$ cat src/rtl/cic_decim_ctrl_if.sv
// Ratio-request handshake between a configuration master and the CIC decimator controller.
interface cic_decim_ctrl_if;
  logic        cfg_valid;
  logic [15:0] cfg_ratio;
  logic        cfg_ready;
  logic        cfg_err;

  modport master (output cfg_valid, output cfg_ratio, input cfg_ready, input cfg_err);
  modport slave  (input cfg_valid, input cfg_ratio, output cfg_ready, output cfg_err);
endinterface

$ cat src/rtl/cic_decim_ctrl.sv
// Reconfiguration sequencer for a CIC decimator: range-check, shift calc, flush, settle.
// Optional settle watchdog enabled by defining CIC_DECIM_CTRL_TIMEOUT_EN.
module cic_decim_ctrl #(
  parameter int unsigned STAGES         = 5,
  parameter int unsigned MIN_RATIO      = 2,
  parameter int unsigned MAX_RATIO      = 4096,
  parameter int unsigned DEFAULT_RATIO  = 64,
  parameter int unsigned FLUSH_CYCLES   = 8,
  parameter int unsigned SETTLE_SAMPLES = 5,
  parameter int unsigned SHIFT_MAX      = 56
) (
  input  logic                   clk,
  input  logic                   rst,
  cic_decim_ctrl_if.slave        cfg,
  input  logic                   cic_dclk,
  output logic                   cic_rst,
  output logic [15:0]            cic_ratio,
  output logic [5:0]             cic_shift,
  output logic                   out_en,
  output logic                   busy,
  output logic                   fault
);

  typedef enum logic [1:0] {StRun, StCalc, StFlush, StSettle} state_e;

  state_e      state_q, state_d;
  logic [15:0] pend_ratio_q, pend_ratio_d;
  logic [15:0] cic_ratio_q;
  logic [5:0]  cic_shift_q, shift_next_q, shift_calc;
  logic [4:0]  k_q;
  logic [15:0] cnt_q;
  logic        dclk_q, dclk_rise;
  logic        cfg_err_q;
  logic        out_en_q, out_en_d, cic_rst_q, cic_rst_d;
  logic        req_fire, req_bad, req_same;
  logic        calc_done, flush_done, settle_done, timeout;
  logic [31:0] shift_full;

  assign dclk_rise   = cic_dclk & ~dclk_q;
  assign req_fire    = (state_q == StRun) & cfg.cfg_valid;
  assign req_bad     = (32'(cfg.cfg_ratio) < MIN_RATIO) || (32'(cfg.cfg_ratio) > MAX_RATIO);
  assign req_same    = (cfg.cfg_ratio == cic_ratio_q);
  assign calc_done   = ((32'd1 << k_q) >= 32'(pend_ratio_q));
  assign flush_done  = (cnt_q == 16'(FLUSH_CYCLES - 1));
  assign settle_done = dclk_rise && (cnt_q == 16'(SETTLE_SAMPLES - 1));
  assign shift_full  = STAGES * 32'(k_q);
  assign shift_calc  = (shift_full > SHIFT_MAX) ? 6'(SHIFT_MAX) : shift_full[5:0];

  // FSM state register
  always_ff @(posedge clk) begin
    if (rst) begin
      state_q      <= StCalc;
      pend_ratio_q <= 16'(DEFAULT_RATIO);
    end else begin
      state_q      <= state_d;
      pend_ratio_q <= pend_ratio_d;
    end
  end

  // FSM next state
  always_comb begin
    state_d      = state_q;
    pend_ratio_d = pend_ratio_q;
    unique case (state_q)
      StRun: begin
        if (req_fire && !req_bad && !req_same) begin
          pend_ratio_d = cfg.cfg_ratio;
          state_d      = StCalc;
        end
      end
      StCalc:   if (calc_done) state_d = StFlush;
      StFlush:  if (flush_done) state_d = StSettle;
      StSettle: begin
        if (settle_done)  state_d = StRun;
        else if (timeout) state_d = StFlush;
      end
      default:  state_d = StCalc;
    endcase
  end

  // FSM outputs: CALC holds whatever enable/reset levels it was entered with
  always_comb begin
    out_en_d  = out_en_q;
    cic_rst_d = cic_rst_q;
    unique case (state_d)
      StRun:    begin out_en_d = 1'b1; cic_rst_d = 1'b0; end
      StFlush:  begin out_en_d = 1'b0; cic_rst_d = 1'b1; end
      StSettle: begin out_en_d = 1'b0; cic_rst_d = 1'b0; end
      default:  ;
    endcase
  end

  always_ff @(posedge clk) begin
    if (rst) begin
      k_q          <= '0;
      shift_next_q <= '0;
      cnt_q        <= '0;
      dclk_q       <= 1'b1;
      cfg_err_q    <= 1'b0;
      out_en_q     <= 1'b0;
      cic_rst_q    <= 1'b1;
      cic_ratio_q  <= 16'(DEFAULT_RATIO);
      cic_shift_q  <= '0;
    end else begin
      dclk_q    <= cic_dclk;
      cfg_err_q <= req_fire & req_bad;
      out_en_q  <= out_en_d;
      cic_rst_q <= cic_rst_d;
      k_q       <= (state_q == StCalc && !calc_done) ? k_q + 5'd1 : '0;
      if (state_q == StCalc && calc_done) shift_next_q <= shift_calc;
      // One counter serves both flush cycles and settle edges; any state change clears it
      if (state_d != state_q)                       cnt_q <= '0;
      else if (state_q == StFlush)                  cnt_q <= cnt_q + 16'd1;
      else if (state_q == StSettle && dclk_rise)    cnt_q <= cnt_q + 16'd1;
      if (state_q == StFlush && cnt_q == '0) begin
        cic_ratio_q <= pend_ratio_q;
        cic_shift_q <= shift_next_q;
      end
    end
  end

`ifdef CIC_DECIM_CTRL_TIMEOUT_EN
  localparam int unsigned WdLimit = 2 * MAX_RATIO + 16;
  localparam int unsigned WdW     = $clog2(WdLimit + 1);

  logic [WdW-1:0] wd_q;
  logic           fault_q;

  assign timeout = (state_q == StSettle) && !dclk_rise && (wd_q == WdW'(WdLimit - 1));
  assign fault   = fault_q;

  always_ff @(posedge clk) begin
    if (rst) begin
      wd_q    <= '0;
      fault_q <= 1'b0;
    end else begin
      if (state_q != StSettle || dclk_rise || timeout) wd_q <= '0;
      else                                             wd_q <= wd_q + 1'b1;
      if (timeout) fault_q <= 1'b1;
    end
  end
`else
  assign timeout = 1'b0;
  assign fault   = 1'b0;
`endif

  assign cfg.cfg_ready = (state_q == StRun);
  assign cfg.cfg_err   = cfg_err_q;
  assign busy          = (state_q != StRun);
  assign out_en        = out_en_q;
  assign cic_rst       = cic_rst_q;
  assign cic_ratio     = cic_ratio_q;
  assign cic_shift     = cic_shift_q;

endmodule

$ cat src/flat_wrapper.sv
// flat-port wrapper written by rule: the top's interface ports become plain ports
module cic_decim_ctrl_flat 
#(
  parameter int unsigned STAGES         = 5,
  parameter int unsigned MIN_RATIO      = 2,
  parameter int unsigned MAX_RATIO      = 4096,
  parameter int unsigned DEFAULT_RATIO  = 64,
  parameter int unsigned FLUSH_CYCLES   = 8,
  parameter int unsigned SETTLE_SAMPLES = 5,
  parameter int unsigned SHIFT_MAX      = 56
)
  (clk, rst, cic_dclk, cic_rst, cic_ratio, cic_shift, out_en, busy, fault, cfg_cfg_valid, cfg_cfg_ratio, cfg_cfg_ready, cfg_cfg_err);
  cic_decim_ctrl_if cfg_i ();
  input  logic clk;
  input  logic rst;
  input  logic cic_dclk;
  output logic cic_rst;
  output logic [15:0] cic_ratio;
  output logic [5:0] cic_shift;
  output logic out_en;
  output logic busy;
  output logic fault;
  input wire logic [$bits(cfg_i.cfg_valid)-1:0] cfg_cfg_valid;
  input wire logic [$bits(cfg_i.cfg_ratio)-1:0] cfg_cfg_ratio;
  output wire logic [$bits(cfg_i.cfg_ready)-1:0] cfg_cfg_ready;
  output wire logic [$bits(cfg_i.cfg_err)-1:0] cfg_cfg_err;
  assign cfg_i.cfg_valid = cfg_cfg_valid;
  assign cfg_i.cfg_ratio = cfg_cfg_ratio;
  assign cfg_cfg_ready = cfg_i.cfg_ready;
  assign cfg_cfg_err = cfg_i.cfg_err;
  cic_decim_ctrl #(.STAGES(STAGES), .MIN_RATIO(MIN_RATIO), .MAX_RATIO(MAX_RATIO), .DEFAULT_RATIO(DEFAULT_RATIO), .FLUSH_CYCLES(FLUSH_CYCLES), .SETTLE_SAMPLES(SETTLE_SAMPLES), .SHIFT_MAX(SHIFT_MAX)) u_core (.clk(clk), .rst(rst), .cfg(cfg_i), .cic_dclk(cic_dclk), .cic_rst(cic_rst), .cic_ratio(cic_ratio), .cic_shift(cic_shift), .out_en(out_en), .busy(busy), .fault(fault));
endmodule
$ cat config.mk
export PLATFORM = sky130hd
export DESIGN_NAME = cic_decim_ctrl_flat
export DESIGN_NICKNAME = d
export VERILOG_FILES = /design/src/rtl/cic_decim_ctrl_if.sv /design/src/rtl/cic_decim_ctrl.sv /design/src/flat_wrapper.sv
export SDC_FILE = /design/constraint.sdc
export NUM_CORES = 1
export LEC_CHECK = 0
export BUFFER_PORTS_ARGS = -buffer_cell sky130_fd_sc_hd__buf_2
export CAP_MARGIN = 20
export CORE_MARGIN = 1.5
export CORE_UTILIZATION = 58
export CTS_CLUSTER_SIZE = 8
export DETAILED_ROUTE_END_ITERATION = 6
export HOLD_SLACK_MARGIN = 0.03
export PLACE_DENSITY_LB_ADDON = 0.15
export SETUP_SLACK_MARGIN = 0.4
export SYNTH_ARGS = -nofsm -noshare
export SYNTH_HDL_FRONTEND = slang
export SYNTH_SLANG_ARGS = --single-unit
$ cat constraint.sdc
create_clock -name clk -period 3.3 [get_ports clk]
set_input_delay 0.33 -clock clk [delete_from_list [all_inputs] [get_ports clk]]
set_output_delay 0.33 -clock clk [all_outputs]
set_load 0.02 [all_outputs]
==> impl_metrics.ini, run 1 <==
[outcome]
status = complete, no violations

[power_and_ir_drop]
powerDensity_mw_per_mm2 = 484
p_switching_mw = 0.689
p_int_mw = 1.50
power_leakage_nw = 1.81
switching_share = 0.315
power_frac_seq = 0.434
combPwrFrac = 0.258
ir_worst_vdd_v = 0.000356
clkPwrFrac = 0.308

[sta]
setup_violations = 0
grt_setup_unrepaired = true
slew-limit-headroom = 0.402
tns_ps = 0
worstMarginPinSlew_ps = 897
finClkSkew_ps = 7.97
slew_viol_final = 0
layout_worst_path_cycle_share = 0.909
fin_ws_ps = 300
fmax_mhz = 333
hold_viol_final = 0
fin_crit_ps = 3000

[finish]
fill_cells = 492
multiInputGateArea_mm2 = 0.00230
layout-drive-gt1-share = 0.222
finalNetCount = 567
area_growth_pct = 19.5
ff_latch_area_mm2 = 0.00143
layout_common_cells = nand2_1, dfxtp_1, nor2_1, buf_2, a21oi_1
design_area_mm2 = 0.00452
diodes = 0

[critical_path]
path_max_fanout = 7
worstPathCellList = ha_4 > ha_1 > inv_2 > nor2_1 > ha_1 > a21oi_2 > o21ai_2 > a221oi_4 > and4_4 > a31oi_4 > nand2b_1 > ha_2 > nor3_2 > a21oi_1 > nor2_1
arrival_ps = 3200
endpoint_kind = flip-flop
worstSetupPathType = reg -> reg
crit_path_start_kind = flip-flop
slowest_stage = dfxtp_4
critical-path-max-stage-delay_ps = 390
crit_required_ps = 3500

[synth]
synth-seq-area-share = 0.376
synth_edf_count = 0
syn_avg_cell_area_um2 = 8.23
synth_cells = 460
ys.warnings.count = 0
async_flop_share = 0
ys_types = 44
netlist_top_cells_area = dfxtp_1, ha_1, nand2_1
yosysTopAreaCellShare = 0.376
yosysTopAreaCell = dfxtp_1
netlist_area_mm2 = 0.00378
syn_nets = 514
synthFlopType = dfxtp_1
synth-seq-cells = 71

[cts]
cts_inserted_buffers = 9
cts_hold_buffers = 0
htree_num_levels = 3
worstSkewPairLatency_ps = 350
clk_pin_slew_ps = 80
cts_tree = yes
root_buffer = clkbuf_8
clockBufferDepth = 2
cts_sinks = 71

[routing]
dr.pass1.iters = 4
vias = 3328
drt_iter0_drc = 246
ant_nets = 0
wirelength_mm = 9.24
route.detailed.drc = 0
viasPerCell = 5.60
wl_per_cell_um = 15.6

[global_routing]
grt_pass1_vias = 3091
gr-total-overflow = 0
gr-usage-all-layers = 0.256
grt_pass1_wl_mm = 14.4
grt_max_degree = 46
antenna_found_initial = 0

[placement]
place_congestion = 0.862
place_hpwl_mm = 6.16
io_buffers = 46
post-place-ws_ps = 152
placed_area_mm2 = 0.00408

[floorplan]
rows = 29
fp.coreArea_mm2 = 0.00631
io_pins = 48
die_area_mm2 = 0.00702
die_w_um = 83.8
initial_core_util = 0.599
die_y_um = 83.8

[worst_hold_path]
hold_path.class = in -> reg

[flow_run]
drv_cap = 0
## routing by layer
metal / vias up / GRT usage / routed length, um
met4: 0 / 0.0879 / 179
met2: 89 / 0.449 / 4640
met1: 1561 / 0.319 / 3970
li1: 1661 / - / -
met3: 17 / 0.0435 / 453
met5: - / 0 / 0
## Yosys cell counts, drive strengths merged (2+ instances only)
cell,number
buf,5
nor4,6
a21oi,32
ha,33
nor3b,3
xnor2,18
and2,2
and3,6
clkbuf,17
and4,4
nor2b,7
o211ai,3
nand2,66
a31oi,4
o21ai,7
nor3,15
nor2,51
a2111o,2
dfxtp,71
o31ai,2
inv,32
xor2,15
nand4,16
mux2i,13
or3,2
nand3,9
nand2b,4
## registers in the layout (all words and copies together) (netlist names)
signal,count
u_core.cic_shift,6
u_core.out_en,1
u_core.cnt_q,16
u_core.cic_rst,1
u_core.shift_next_q,6
u_core.state_q,2
u_core.cic_ratio,16
u_core.pend_ratio_q,16
u_core.cfg.cfg_err,1
u_core.dclk_q,1
u_core.k_q,5
## timing repair
action / in CTS / in global routing
pin swaps: 11 / 11
resized for setup: 28 / 22
setup buffers: 8 / 2
endpoints found under the setup margin: 18 / 24
hold endpoints to repair: 0 / 0
## power by group through the flow
stage	Sequential [mW]	Combinational, mW	Clock, mW
final	0.949	0.564	0.675
after CTS	0.937	0.490	0.682
after global routing	0.952	0.616	0.715
after floorplan	0.943	0.298	0
after global placement	0.944	0.395	0
after detailed placement	0.946	0.405	0
## area by class of cell
class | instances | area share
clock inverters | 6 | 0.0138
inverters | 32 | 0.0271
flip-flops and latches | 71 | 0.317
well taps | 77 | 0.0213
multi-input cells | 335 | 0.509
clock buffers | 9 | 0.0274
repair buffers | 64 | 0.0849
## per-stage QoR
step,total power [mW],utilization,hold WS (ps),std cells
after global placement,1.34,0.645,440,569
after global routing,2.28,0.716,202,594
final,2.19,0.716,202,594
after floorplan,1.24,-,433,460
after detailed placement,1.35,0.645,445,569
after CTS,2.11,0.702,194,592
## worst paths after layout
kind,start,end,slack (ps),cells past startpoint
hold / removal,cic_dclk,u_core.dclk_q,200,2
hold reg to reg,u_core.cic_shift[3],u_core.cic_shift[3],450,2
setup reg to reg,u_core.k_q[0],u_core.out_en,300,15
setup / recovery,u_core.k_q[0],u_core.out_en,300,15
## worst max-delay path, delay by kind of cell (launching register included)
family,cells,cell delay (ps)
fa+ha+maj,4,940
simple gates,5,610
buf+inv,1,80
compound gates,5,840
flops,1,390
## logic make-up after synthesis
| logic type | after synthesis | share of synthesized area |
|---|---|---|
| AOI/OAI and AO/OA | 59 | 0.0979 |
| xor gates and xnor gates | 33 | 0.0764 |
| adders and majority gates | 34 | 0.114 |
| buffers and inverters | 54 | 0.0582 |
| DFF | 71 | 0.376 |
| muxes | 13 | 0.0344 |
| other | 1 | 0.000991 |
| and+or+nand+nor | 195 | 0.242 |
(Power assumes the default switching activity.)
==> inputs of run 2 (changes only) <==
Settings changed: CELL_PAD_IN_SITES_DETAIL_PLACEMENT set to 0, CELL_PAD_IN_SITES_GLOBAL_PLACEMENT set to 1, CORE_MARGIN 1.5 to 3, CORE_UTILIZATION 58 to 43.
==> impl_metrics.ini, run 2 (same netlist as run 1, synthesis figures left out) <==
[outcome]
status = complete, no violations

[global_routing]
grt_max_degree = 46
grt_pass1_vias = 3135
antenna_found_initial = 0
grt_pass1_wl_mm = 15.2
gr-total-overflow = 0
gr-usage-all-layers = 0.190

[sta]
setup_violations = 0
layout_worst_path_cycle_share = 0.885
grt_setup_unrepaired = true
slew-limit-headroom = 0.444
finClkSkew_ps = 10.9
worstMarginPinSlew_ps = 835
fmax_mhz = 342
slew_viol_final = 0
hold_viol_final = 0
fin_crit_ps = 2920
tns_ps = 0

[finish]
finalNetCount = 567
mostFrequentLayoutCell = dfxtp_1
layout-drive-gt1-share = 0.222
area_growth_pct = 22.3
diodes = 0
design_area_mm2 = 0.00463
layout_common_cells = dfxtp_1, nand2_1, nor2_1, buf_2, a21oi_1
fill_cells = 806
multiInputGateArea_mm2 = 0.00235
ff_latch_area_mm2 = 0.00143

[critical_path]
path_max_fanout = 8
worstSetupPathType = reg -> reg
arrival_ps = 3210
crit_required_ps = 3590
endpoint_kind = flip-flop
crit_path_start_kind = flip-flop

[power_and_ir_drop]
power_leakage_nw = 1.82
finalPower_mw = 2.17
ir_worst_vdd_v = 0.000277
powerDensity_mw_per_mm2 = 469

[routing]
dr.pass1.iters = 4
wl_per_cell_um = 14.5
viasPerCell = 5.14
drt_iter0_drc = 46
route.detailed.drc = 0
ant_nets = 0
vias = 3203
wirelength_mm = 9.06

[placement]
placed_area_mm2 = 0.00413
place_congestion = 0.880
io_buffers = 46
place_hpwl_mm = 6.70

[cts]
cts_inserted_buffers = 9
clockBufferDepth = 2
cts_hold_buffers = 0
cts_sinks = 71
cts_tree = yes
clk_pin_slew_ps = 70
htree_num_levels = 3
root_buffer = clkbuf_8
worstSkewPairLatency_ps = 350

[floorplan]
fp.coreArea_mm2 = 0.00838
rows = 33
die_y_um = 99.8
io_pins = 48
die_w_um = 99.8
initial_core_util = 0.451
die_area_mm2 = 0.00996

[flow_run]
drv_cap = 0

[worst_hold_path]
hold_path.class = in -> reg
[run 2: cell count changes in the layout (fill, tap and decap cells not counted), moves of 3 or more]
cell / delta
clkbuf_1: +3
dfxtp_2: -3
ha_1: -4
ha_4: +3
[run 2: metal layers]
layer | routed length [um] | GRT usage | share of wire | vias up
li1 | - | - | - | 1656
met1 | 4270 | 0.244 | 0.47 | 1473
met2 | 4190 | 0.312 | 0.46 | 61
met3 | 433 | 0.0486 | 0.048 | 13
met4 | 165 | 0.0630 | 0.018 | 0
met5 | 0 | 0 | 0 | -
[run 2: layout make-up]
class                           count  share of cell area
Tap cell                          105              0.0284
Inverter                           32              0.0270
Timing Repair Buffer               64              0.0862
Multi-Input combinational cell    335               0.507
Clock inverter                      3             0.00919
Clock buffer                       13              0.0322
Sequential cell                    71               0.310
[run 2: worst paths after layout]
check	end	cells past startpoint	slack (ps)	start
worst max-delay path	u_core.cnt_q[0]	13	380	u_core.k_q[1]
worst min-delay path	u_core.dclk_q	2	190	cic_dclk
worst max register to register	u_core.cnt_q[0]	13	380	u_core.k_q[1]
worst min register to register	u_core.cic_shift[0]	2	460	u_core.cic_shift[0]
[run 2: power by group]
group	internal (mW)	total, mW	switching [mW]	leakage, nW
sequential	0.898	0.951	0.0526	0.575
clock	0.370	0.692	0.322	0.0936
combinational	0.250	0.528	0.277	1.15
[run 2: timing repair]
action                                  in CTS  in global routing
endpoints found under the setup margin      18                 22
gates resized for setup                     20                 34
setup buffers                                4                  3
cloned                                       0                  1
pin swaps                                   12                 11
[run 2: through the flow]
step	util	instances	hold WS (ps)	setup WS (ps)
after floorplan	-	460	433	411
after global placement	0.492	599	440	254
after detailed placement	0.492	599	443	159
after CTS	0.528	619	171	390
after global routing	0.552	623	190	280
final	0.552	623	189	379
[run 2: critical path: stages (launching register included)]
cell	delay [ps]
dfxtp_4	380
inv_4	80
ha_4	120
nor2b_4	170
and3_1	230
ha_4	220
a21oi_2	130
o21ai_2	80
a221oi_2	300
buf_4	160
a41oi_4	120
or4_4	590
clkbuf_16	190
nor2_1	100
